## config.mk

```make
export PLATFORM = sky130hd
export DESIGN_NAME = mem_ctrl_mp
export DESIGN_NICKNAME = d
export VERILOG_FILES = /design/src/rtl/mem_ctrl_mp.sv
export SDC_FILE = /design/constraint.sdc
export NUM_CORES = 1
export LEC_CHECK = 0
export BUFFER_PORTS_ARGS = -buffer_cell sky130_fd_sc_hd__buf_2
export CORE_UTILIZATION = 26
export DETAILED_ROUTE_END_ITERATION = 8
export GPL_TIMING_DRIVEN = 0
export PLACE_DENSITY = 0.56
export SLEW_MARGIN = 0
export SYNTH_ARGS = -nofsm -noshare
export SYNTH_HDL_FRONTEND = slang
export SYNTH_SLANG_ARGS = --single-unit
```

## constraint.sdc

```tcl
create_clock -name I_clk -period 5.35 [get_ports I_clk]
set_input_delay 0.535 -clock I_clk [delete_from_list [all_inputs] [get_ports I_clk]]
set_output_delay 0.535 -clock I_clk [all_outputs]
set_load 0.005 [all_outputs]
```

## src/rtl/mem_ctrl_mp.sv

```systemverilog
// rtl/mem_ctrl_mp.sv - round-robin multi-port memory controller with write ack and response timeout
//
// Arbitrates NUM_PORTS clients onto one memory interface, one transaction
// outstanding at a time. The winning request is registered toward memory and
// the last read result is held on O_data.
//
// Ports:
//   I_clk, I_reset          clock, synchronous active-high reset
//   I_exec/I_write          per-port request strobe and type (1=write)
//   I_addr/I_data           packed per-port address and write data
//   O_data                  last read data, shared by all ports
//   O_data_ready/O_ack      per-port one-cycle read-done / write-done pulses
//   O_error                 per-port one-cycle timeout pulse
//   O_ready                 per-port combinational "may issue"
//   MEM_*                   memory-side request and response signals
module mem_ctrl_mp #(
  parameter int NUM_PORTS  = 2,
  parameter int ADDR_WIDTH = 16,
  parameter int DATA_WIDTH = 16,
  parameter int TIMEOUT    = 255
) (
  input  logic                            I_clk,
  input  logic                            I_reset,
  input  logic [NUM_PORTS-1:0]            I_exec,
  input  logic [NUM_PORTS-1:0]            I_write,
  input  logic [NUM_PORTS*ADDR_WIDTH-1:0] I_addr,
  input  logic [NUM_PORTS*DATA_WIDTH-1:0] I_data,
  output logic [DATA_WIDTH-1:0]           O_data,
  output logic [NUM_PORTS-1:0]            O_data_ready,
  output logic [NUM_PORTS-1:0]            O_ack,
  output logic [NUM_PORTS-1:0]            O_error,
  output logic [NUM_PORTS-1:0]            O_ready,
  input  logic                            MEM_ready,
  output logic                            MEM_exec,
  output logic                            MEM_write,
  output logic [ADDR_WIDTH-1:0]           MEM_addr,
  output logic [DATA_WIDTH-1:0]           MEM_data_out,
  input  logic [DATA_WIDTH-1:0]           MEM_data_in,
  input  logic                            MEM_data_ready
);

  localparam int PW = (NUM_PORTS > 1) ? $clog2(NUM_PORTS) : 1;
  localparam int CW = (TIMEOUT > 0) ? $clog2(TIMEOUT + 1) : 1;
  localparam logic [CW-1:0] CNT_LIMIT = CW'(TIMEOUT);

  typedef enum logic [1:0] {S_IDLE, S_RD_WAIT, S_WR_WAIT} state_t;

  state_t                r_state, w_state_next;
  logic [PW-1:0]         r_rr, r_gnt, w_gnt, w_rr_next;
  logic [CW-1:0]         r_cnt, w_cnt_inc;
  logic                  r_mem_exec, r_mem_write;
  logic [ADDR_WIDTH-1:0] r_mem_addr;
  logic [DATA_WIDTH-1:0] r_mem_data, r_o_data;
  logic [NUM_PORTS-1:0]  r_data_ready, r_ack, r_error;
  logic [NUM_PORTS-1:0]  w_gnt_oh, w_cur_oh;
  logic [2*NUM_PORTS-1:0] w_rot;
  logic                  w_found, w_gnt_write, w_tmo_hit;
  logic                  w_grant, w_rd_done, w_wr_done, w_tmo;
  int                    w_sum;

  // Rotating the doubled request vector by rr lets a plain lowest-bit scan
  // implement the round-robin priority order rr, rr+1, ...
  always_comb begin
    w_rot   = {I_exec, I_exec} >> r_rr;
    w_found = 1'b0;
    w_gnt   = '0;
    w_sum   = 0;
    for (int k = 0; k < NUM_PORTS; k++) begin
      if (!w_found && w_rot[k]) begin
        w_found = 1'b1;
        w_sum   = int'(r_rr) + k;
        if (w_sum >= NUM_PORTS) w_sum = w_sum - NUM_PORTS;
        w_gnt   = PW'(w_sum);
      end
    end
    w_sum = int'(w_gnt) + 1;
    if (w_sum >= NUM_PORTS) w_sum = 0;
    w_rr_next = PW'(w_sum);
  end

  assign w_gnt_oh    = NUM_PORTS'(1) << w_gnt;
  assign w_cur_oh    = NUM_PORTS'(1) << r_gnt;
  assign w_gnt_write = |(I_write & w_gnt_oh);

  // Saturating increment; the timeout fires on the edge the count would
  // reach TIMEOUT.
  assign w_cnt_inc = (r_cnt == '1) ? r_cnt : r_cnt + CW'(1);
  assign w_tmo_hit = (TIMEOUT > 0) && (w_cnt_inc == CNT_LIMIT);

  always_ff @(posedge I_clk) begin
    if (I_reset) r_state <= S_IDLE;
    else         r_state <= w_state_next;
  end

  always_comb begin
    w_state_next = r_state;
    w_grant      = 1'b0;
    w_rd_done    = 1'b0;
    w_wr_done    = 1'b0;
    w_tmo        = 1'b0;
    case (r_state)
      S_IDLE: begin
        if (MEM_ready && w_found) begin
          w_grant      = 1'b1;
          w_state_next = w_gnt_write ? S_WR_WAIT : S_RD_WAIT;
        end
      end
      // Completion is checked before timeout so a same-edge tie completes.
      S_RD_WAIT: begin
        if (MEM_data_ready) begin
          w_rd_done    = 1'b1;
          w_state_next = S_IDLE;
        end else if (w_tmo_hit) begin
          w_tmo        = 1'b1;
          w_state_next = S_IDLE;
        end
      end
      S_WR_WAIT: begin
        if (MEM_ready) begin
          w_wr_done    = 1'b1;
          w_state_next = S_IDLE;
        end else if (w_tmo_hit) begin
          w_tmo        = 1'b1;
          w_state_next = S_IDLE;
        end
      end
      default: w_state_next = S_IDLE;
    endcase
  end

  always_ff @(posedge I_clk) begin
    if (I_reset) begin
      r_rr         <= '0;
      r_gnt        <= '0;
      r_cnt        <= '0;
      r_mem_exec   <= 1'b0;
      r_mem_write  <= 1'b0;
      r_mem_addr   <= '0;
      r_mem_data   <= '0;
      r_o_data     <= '0;
      r_data_ready <= '0;
      r_ack        <= '0;
      r_error      <= '0;
    end else begin
      r_mem_exec   <= w_grant;
      r_data_ready <= '0;
      r_ack        <= '0;
      r_error      <= '0;
      if (w_grant) begin
        r_mem_write <= w_gnt_write;
        r_mem_addr  <= ADDR_WIDTH'(I_addr >> (int'(w_gnt) * ADDR_WIDTH));
        r_mem_data  <= DATA_WIDTH'(I_data >> (int'(w_gnt) * DATA_WIDTH));
        r_gnt       <= w_gnt;
        r_rr        <= w_rr_next;
        r_cnt       <= '0;
      end else if (r_state != S_IDLE) begin
        r_cnt <= w_cnt_inc;
      end
      if (w_rd_done) begin
        r_o_data     <= MEM_data_in;
        r_data_ready <= w_cur_oh;
      end
      if (w_wr_done) r_ack   <= w_cur_oh;
      if (w_tmo)     r_error <= w_cur_oh;
    end
  end

  assign O_ready      = (!I_reset && r_state == S_IDLE && MEM_ready) ? ~I_exec : '0;
  assign O_data       = r_o_data;
  assign O_data_ready = r_data_ready;
  assign O_ack        = r_ack;
  assign O_error      = r_error;
  assign MEM_exec     = r_mem_exec;
  assign MEM_write    = r_mem_write;
  assign MEM_addr     = r_mem_addr;
  assign MEM_data_out = r_mem_data;

endmodule

```

Word level (Yosys, flattened, before mapping)
Index checks and enable logic that the tools add are counted.
{"block": "classes", "n_div": 0, "n_eq_ne": 5, "n_reduce_logical": 13, "n_lt_le_gt_ge": 3, "n_bitwise": 5, "n_addsub": 5, "mul": 0, "shifts": 5, "muxes": 25}
{"cell": "$shr A32 B5 Y16", "count": 2}
{"cell": "$eq A8 B8 Y1 const B", "count": 2}
{"cell": "$mux W1", "count": 16}
{"cell": "$mux W2", "count": 6}
{"cell": "$reduce_or A2 Y1", "count": 5}
{"cell": "$add A8 B1 Y8 const B", "count": 1}
{"cell": "$mux W8", "count": 1}
{"cell": "$pmux W2 S3", "count": 1}
{"cell": "$add A1 B1 Y2 const B", "count": 2}
{"cell": "$ge A2 B2 Y1 const B", "count": 2}
{"cell": "$logic_and A1 B1 Y1", "count": 4}
{"cell": "$shl A1 B1 Y2 const A", "count": 2}
{"cell": "$shr A4 B1 Y2", "count": 1}
{"cell": "$not A1 Y1", "count": 3}
{"cell": "$and A2 B2 Y2", "count": 1}
{"cell": "$eq A2 B1 Y1 const B", "count": 1}
{"cell": "$eq A2 B2 Y1 const B", "count": 1}
{"cell": "$ge A1 B2 Y1 const B", "count": 1}
{"cell": "$logic_not A1 Y1", "count": 2}
{"cell": "$logic_not A2 Y1", "count": 1}
{"cell": "$ne A2 B2 Y1 const B", "count": 1}
{"cell": "$not A2 Y2", "count": 1}
{"cell": "$pmux W1 S2", "count": 1}
{"cell": "$reduce_bool A2 Y1", "count": 1}
{"cell": "$sub A1 B1 Y1 const B", "count": 2}
{"block": "word_totals", "latch_bits": 0, "inputBits": 88, "n_memories": 0, "register_bits": 68, "rom_bits": 0, "ram_bits": 0}

Logic depth before layout (Yosys ltp)
Gate-level depths: netlist of run 1.
{"block": "depth", "word_depth": 11, "ltp_mapped": 8, "ltp_nobuf": 7}

Worst setup path before layout of run 1
OpenSTA, ideal clock, no wires.
{"block": "synth_timing", "path_type": "register to register", "from": "reg r_cnt[0]", "to": "reg r_state[0]", "setup_ps": 117, "arrival_time_ps": 1554, "n_path_buf": 0, "required_ps": 5233, "synth_period_minus_slack_ps": 1671, "path_stages_with_launch": 6, "setup_slack_ps": 3679, "cell_sequence": "dfxtp_1 > ha_1 > or2_2 > a221oi_2 > nand3_1 > a32o_1"}
{"block": "synth_between", "elab_chain_len": 6}
{"item": "start: declaration", "line": "50", "text": "logic [CW-1:0] r_cnt, w_cnt_inc;"}
{"item": "start signal: assignment", "line": "157", "text": "r_cnt <= w_cnt_inc;"}
{"item": "$add A8 B1 Y8 / $eq A8 B8 Y1 (equally long branches)", "line": "87", "text": "assign w_cnt_inc = (r_cnt == '1) ? r_cnt : r_cnt + CW'(1);"}
{"item": "$mux W8 (*)", "line": "87"}
{"item": "$eq A8 B8 Y1 (*)", "line": "88", "text": "assign w_tmo_hit = (TIMEOUT > 0) && (w_cnt_inc == CNT_LIMIT);"}
{"item": "$mux W2 (*)"}
{"item": "$mux W2 (on tied branches)"}
{"item": "$pmux W2 S3 (*)"}
{"item": "end signal: assignment", "line": "92", "text": "else r_state <= w_state_next;"}
{"item": "end: declaration", "line": "48", "text": "state_t r_state, w_state_next;"}
Every way passes the cells marked *; elsewhere a longest branch is shown, timed or not.
A chain may end at the register's enable or synchronous reset.

Worst setup path after layout of run 1
{"block": "layout_timing", "from": "reg r_state[0]", "to": "reg r_mem_addr[12] (netlist: MEM_addr[12])"}
{"block": "layout_between", "elab_chain_len": 2}
{"item": "$logic_not A2 Y1", "line": "101", "text": "case (r_state)"}
{"item": "$mux W1", "line": "101"}
{"item": "end signal: assignment", "line": "151", "text": "r_mem_addr <= ADDR_WIDTH'(I_addr >> (int'(w_gnt) * ADDR_WIDTH));"}
{"item": "end: declaration", "line": "52", "text": "logic [ADDR_WIDTH-1:0] r_mem_addr;"}
Every way passes these cells.

==> flow_metrics.py, run 1 <==
metrics = {
    "logic_synthesis": {
        "synthSimpleGateAreaFrac_pct": 18.0,
        "synth_top_area_share_pct": 46.7,
        "synth_xor_area_share_pct": 1.20,
        "synthMuxAreaShare_pct": 12.0,
        "synth_edf_count": 0,
        "avgSynthCellArea_um2": 8.92,
        "synth_top_family_by_area": "simple AND/OR/NAND/NOR gates",
        "synth_cell_types": 39,
        "ys_warn_count": 0,
        "synth_fa_ha_area_share_pct": 2.15,
        "synth_area_um2": 2920,
        "synth-seq-cells": 68,
        "synthTopCellsByArea": "dfxtp_1 (47%), mux2i_1 (12%), a211oi_1 (8.5%), nor2_1 (6.3%), nand2_1 (5.3%)",
        "yosys.area.top_type": "dfxtp_1",
        "synth_ff_type": "dfxtp_1",
        "syn_inst": 327,
        "synth_compound_area_share_pct": 15.5,
        "syn_nets": 420,
        "ys_seq_area_share_pct": 46.7,
        "async_flop_share_pct": 0,
    },
    "sta": {
        "hold_viol": 0,
        "setup_viol": 0,
        "slew_violations": 0,
        "period_needed_ns": 2.06,
        "tns_ns": 0,
        "worst-slew-pin-transition_ns": 0.517,
        "slew_headroom_pct": 65.6,
        "fin_crit_sh_pct": 38.5,
        "rsz0062_at_grt": "false",
        "skew_ns": 0.00680,
        "fmax_ghz": 0.485,
    },
    "grt": {
        "grt_pass1_wl_um": 12600,
        "grt_pass1_vias": 2701,
        "antenna_found_initial": 0,
        "grt_max_degree": 13,
        "track_usage_pct": 14.0,
        "grt-ovfl-total": 0,
    },
    "cts": {
        "cts_buffers": 9,
        "clk_latency_ns": 0.34,
        "clkSinkCount": 68,
        "htree_levels": 3,
        "cts_resized": 0,
        "cts_tree": "yes",
        "clockRootBuffer": "clkbuf_8",
        "hold_buffers": 0,
        "path_clk_slew_ns": 0.08,
        "cts_max_path_buffers": 2,
        "post_cts_buffers": 0,
    },
    "layout": {
        "final_cells": 628,
        "drive_gt1_share_pct": 35.2,
        "nNetsFinal": 576,
        "diodes": 0,
        "area_growth_pct": 37.5,
    },
    "worst_setup_path": {
        "r2r_setup_slack_ns": 3.29,
        "path_max_fanout": 10,
        "crit_chain": "inv_1 -> ha_1 -> inv_2 -> nor2_1 -> buf_2 -> buf_1 -> a211oi_1",
        "crit_slowest_cell": "buf_1",
        "startpoint": "r_state[0]",
        "critical_path.startpoint_type": "flip-flop",
        "end_kind": "flip-flop",
        "r2r-start": "r_state[0]",
        "cp_num_buf_inv": 4,
        "worstSetupPathType": "reg2reg",
        "cp.arrival_ns": 2.26,
        "max_stage_delay_ns": 0.40,
        "crit_family": "buffers and inverters",
        "cp_data_required_time_ns": 5.55,
    },
    "detailed_routing": {
        "wire_per_inst_um": 12.4,
        "drtPass1Iterations": 4,
        "drc": 0,
        "ant_nets": 0,
        "num_vias": 2792,
        "drtIter0Drc": 98,
        "via_per_inst": 4.45,
        "wirelength_um": 7770,
    },
    "die": {
        "dieArea_um2": 11600,
        "io_pins": 146,
        "die_h_um": 108,
        "initial_core_util_pct": 26.8,
        "die_w_um": 108,
        "core_um2": 10900,
        "rows": 38,
    },
    "power_and_ir_drop": {
        "power.density_nw_per_um2": 292,
        "p_leak_nw": 1.92,
        "vdd_drop_max_mv": 0.123,
        "finalPower_w": 0.00117,
    },
    "placed_design": {
        "placed_cells": 612,
        "hpwl_um": 6020,
        "gp_congestion": 0.751,
        "place.port_buffers": 145,
    },
    "job": {
        "drv_cap": 0,
    },
    "min_path": {
        "hold_path.class": "in2reg",
        "min_from": "MEM_data_in[9]",
    },
    "status": {
        "status": "finished clean",
    },
}
## per-layer routing
metal	up-vias	global-route usage, %	share of wire, %
li1	1447	-	-
met1	1236	16.9	44
met2	98	23.2	47
met3	11	4.42	6.9
met4	0	5.48	1.5
met5	-	0	0
## worst register-to-register path, delay by kind of cell (launching register included)
kind,cells,cell delay [ns]
adder cells (fa/ha/maj),1,0.34
flip-flops,1,0.34
AO/OA/AOI/OAI,1,0.15
AND/OR/NAND/NOR,1,0.25
buffers and inverters,4,0.84
## synthesized netlist by cell type (all sizes together) (3+ instances only)
master  instances
a21oi          18
o21ai           5
mux2i          35
xor2            3
and3            3
nand3           4
ha              5
clkbuf         12
nand4           4
nor3            5
buf            11
inv             7
dfxtp          68
a211oi         33
nor2b           5
nor2           49
nand2          41
## through the flow
stage               setup slack, ns  hold WS (ns)  cell area [um^2]  util, %
floorplan                      3.68         0.434              2920        -
global placement               3.29         0.442              3820     35.0
detailed placement             3.26         0.448              3820     35.0
CTS                            3.24         0.405              4010     36.8
global route                   3.07         0.410              4010     36.8
finish                         3.29         0.425              4010     36.8
## cells in the final DEF (no fill, tap or decap), types with 6 or more instances in the layout
cell type,count
dfxtp_1,68
clkbuf_1,13
nand2_1,41
mux2i_1,35
nor2_1,49
clkbuf_8,9
inv_1,6
a21oi_1,18
a211oi_1,33
buf_2,148
## power breakdown
group          switching (W)  internal, W  total (W)
Combinational       0.000107    0.0000950   0.000202
Clock               0.000196     0.000215   0.000411
Sequential         0.0000182     0.000541   0.000559
## final timing paths
kind,to,depth (start not counted)
worst max register to register,MEM_addr[12],7
worst min-delay path,O_data[9],3
worst min register to register,O_data[5],2
worst max-delay path,MEM_addr[12],7
## kinds of logic (layout without fill, tap and decap cells)
| group | after synthesis | count (layout) |
|---|---|---|
| AOI/OAI and AO/OA | 65 | 65 |
| xor gates and xnor gates | 4 | 4 |
| adders and majority gates | 5 | 5 |
| buffers and inverters | 30 | 191 |
| DFF | 68 | 68 |
| muxes | 35 | 35 |
| and+or+nand+nor | 120 | 120 |
## sequential cells by signal, indices dropped and copies added (netlist names), 2 cells and up
register / count
O_error: 2
O_data_ready: 2
r_cnt: 8
r_state: 2
O_data: 16
O_ack: 2
MEM_addr: 16
MEM_data_out: 16
## layout make-up
cell class	instances	area, um^2
plain buffers	23	105
clock buffers	10	128
clock inverters	6	65.1
fillers	1116	6880
inverters	7	26.3
multi-input cells	229	1420
flip-flops and latches	68	1360
well taps	140	175
repair buffers	145	726
Power figures use the tool's default switching activity.
==> run 2: changes to the inputs <==
==> constraint.sdc (replaced) <==
create_clock -name I_clk -period 2.1 [get_ports I_clk]
set_input_delay 0.21 -clock I_clk [delete_from_list [all_inputs] [get_ports I_clk]]
set_output_delay 0.21 -clock I_clk [all_outputs]
set_load 0.005 [all_outputs]
==> flow_metrics.py, run 2 (same netlist as run 1, synthesis figures left out) <==
metrics = {
    "layout": {
        "diodes": 0,
        "nNetsFinal": 576,
        "final_cell_mix": "buf_2 (149), dfxtp_1 (68), nor2_1 (49)",
        "final_common_cell": "buf_2",
        "final_cells": 628,
        "area_growth_pct": 37.8,
        "final_area_um2": 4020,
        "post-route-util_pct": 36.9,
        "drive_gt1_share_pct": 36.5,
    },
    "power_and_ir_drop": {
        "power.switching_w": 0.000817,
        "power_frac_comb_pct": 17.3,
        "switching_share_pct": 27.4,
        "p_clk_share_pct": 35.1,
        "p_leak_nw": 1.94,
        "p_int_w": 0.00217,
        "vdd_drop_max_mv": 0.313,
        "power.density_nw_per_um2": 744,
        "power_frac_seq_pct": 47.6,
    },
    "worst_setup_path": {
        "startpoint": "r_state[0]",
        "cp_num_buf_inv": 4,
        "max_stage_delay_ns": 0.34,
        "path_max_fanout": 10,
        "crit_family": "buffers and inverters",
        "crit_chain": "inv_1 -> ha_1 -> inv_2 -> nor2_1 -> buf_2 -> clkbuf_2 -> a211oi_1",
        "r2r-start": "r_state[0]",
        "crit_slowest_cell": "dfxtp_1",
        "cp.arrival_ns": 2.09,
        "end_kind": "flip-flop",
        "reg2regPathDepth": 7,
        "rr_endpoint": "MEM_data_out[3]",
        "cp.depth": 7,
        "critPathCapture": "MEM_data_out[3]",
        "cp_data_required_time_ns": 2.30,
        "critical_path.startpoint_type": "flip-flop",
        "r2r_setup_slack_ns": 0.21,
        "worstSetupPathType": "reg2reg",
    },
    "placed_design": {
        "placed_cells": 612,
        "hpwl_um": 6020,
        "placed_area_um2": 3820,
        "place.port_buffers": 145,
        "gp_congestion": 0.751,
    },
    "sta": {
        "slew_violations": 0,
        "setup_viol": 0,
        "fmax_ghz": 0.529,
        "slew_headroom_pct": 65.6,
        "tns_ns": 0,
        "fin_crit_sh_pct": 90.0,
        "skew_ns": 0.00714,
        "period_needed_ns": 1.89,
        "worst-slew-pin-transition_ns": 0.516,
        "hold_viol": 0,
        "rsz0062_at_grt": "false",
    },
    "detailed_routing": {
        "ant_nets": 0,
        "drtPass1Iterations": 4,
        "drc": 0,
        "wirelength_um": 7780,
        "num_vias": 2795,
        "via_per_inst": 4.45,
        "drtIter0Drc": 100,
        "wire_per_inst_um": 12.4,
    },
    "cts": {
        "clkSinkCount": 68,
        "clockRootBuffer": "clkbuf_8",
        "htree_levels": 3,
        "hold_buffers": 0,
        "cts_buffers": 9,
        "clk_latency_ns": 0.34,
        "cts_tree": "yes",
        "path_clk_slew_ns": 0.08,
        "cts_max_path_buffers": 2,
    },
    "die": {
        "rows": 38,
        "core_um2": 10900,
        "initial_core_util_pct": 26.8,
        "die_w_um": 108,
        "die_h_um": 108,
        "io_pins": 146,
        "dieArea_um2": 11600,
    },
    "grt": {
        "track_usage_pct": 14.0,
        "grt_pass1_wl_um": 12600,
        "antenna_found_initial": 0,
        "grt-ovfl-total": 0,
        "grt_pass1_vias": 2701,
        "grt_max_degree": 13,
    },
    "min_path": {
        "min_from": "MEM_data_in[9]",
        "hold_path.class": "in2reg",
    },
    "status": {
        "status": "finished clean",
    },
    "job": {
        "drv_cap": 0,
    },
}
-- run 2: changes by cell type in the layout (fill, tap and decap cells not counted), sizes merged --
cell | previous run | this run
buf | 156 | 153
clkbuf | 22 | 25
-- run 2: per-stage QoR --
stage	hold WS [ns]	total power, W	setup slack [ns]
4_1_cts	0.0800	0.00305	0.0205
6_report	0.0996	0.00299	0.210
2_1_floorplan	0.346	0.00173	0.429
3_3_place_gp	0.442	0.00197	0.0443
3_5_place_dp	0.448	0.00198	0.0130
5_1_grt	0.0849	0.00317	0.0172
-- run 2: worst min path at each step --
stage / depth (start not counted) / slack, ns / end
detailed placement: 2 / 0.45 / O_data[5]
global route: 3 / 0.08 / O_data[8]
floorplan: 2 / 0.35 / O_data[0]
finish: 3 / 0.1 / O_data[9]
global placement: 2 / 0.44 / O_data[10]
CTS: 3 / 0.08 / O_data[5]
-- run 2: timing repair --
| item | in CTS | in global routing |
|---|---|---|
| hold endpoints to repair | 0 | 0 |
| setup endpoints to repair | 1 | 25 |
| resized for setup | 1 | 7 |
| cloned | 0 | 0 |
| setup buffers | 0 | 0 |
-- run 2: worst reg2reg max path, stage by stage (launching register included) --
cell and delay (ns):
dfxtp_1 0.34, inv_1 0.09, ha_1 0.34, inv_2 0.06, nor2_1 0.25, buf_2 0.29, clkbuf_2 0.27, a211oi_1 0.10
-- run 2: power groups by stage --
stage,logic [W],registers [W],clock network [W]
detailed placement,0.000522,0.00145,0
global placement,0.000513,0.00145,0
CTS,0.000524,0.00142,0.00110
floorplan,0.000276,0.00146,0
finish,0.000516,0.00142,0.00105
global route,0.000581,0.00144,0.00116
-- run 2: metal layers --
| metal | global-route usage [%] | up-vias | wire length [um] |
|---|---|---|---|
| li1 | - | 1447 | - |
| met1 | 16.9 | 1239 | 3450 |
| met2 | 23.2 | 98 | 3670 |
| met3 | 4.42 | 11 | 536 |
| met4 | 5.48 | 0 | 119 |
| met5 | 0 | - | 0 |
-- run 2: layout make-up --
cell class,count,area (um^2)
Clock inverter,6,65.1
Timing Repair Buffer,145,726
Sequential cell,68,1360
Buffer,23,113
Multi-Input combinational cell,229,1420
Clock buffer,10,128
Tap cell,140,175
Inverter,7,26.3
Fill cell,1119,6870
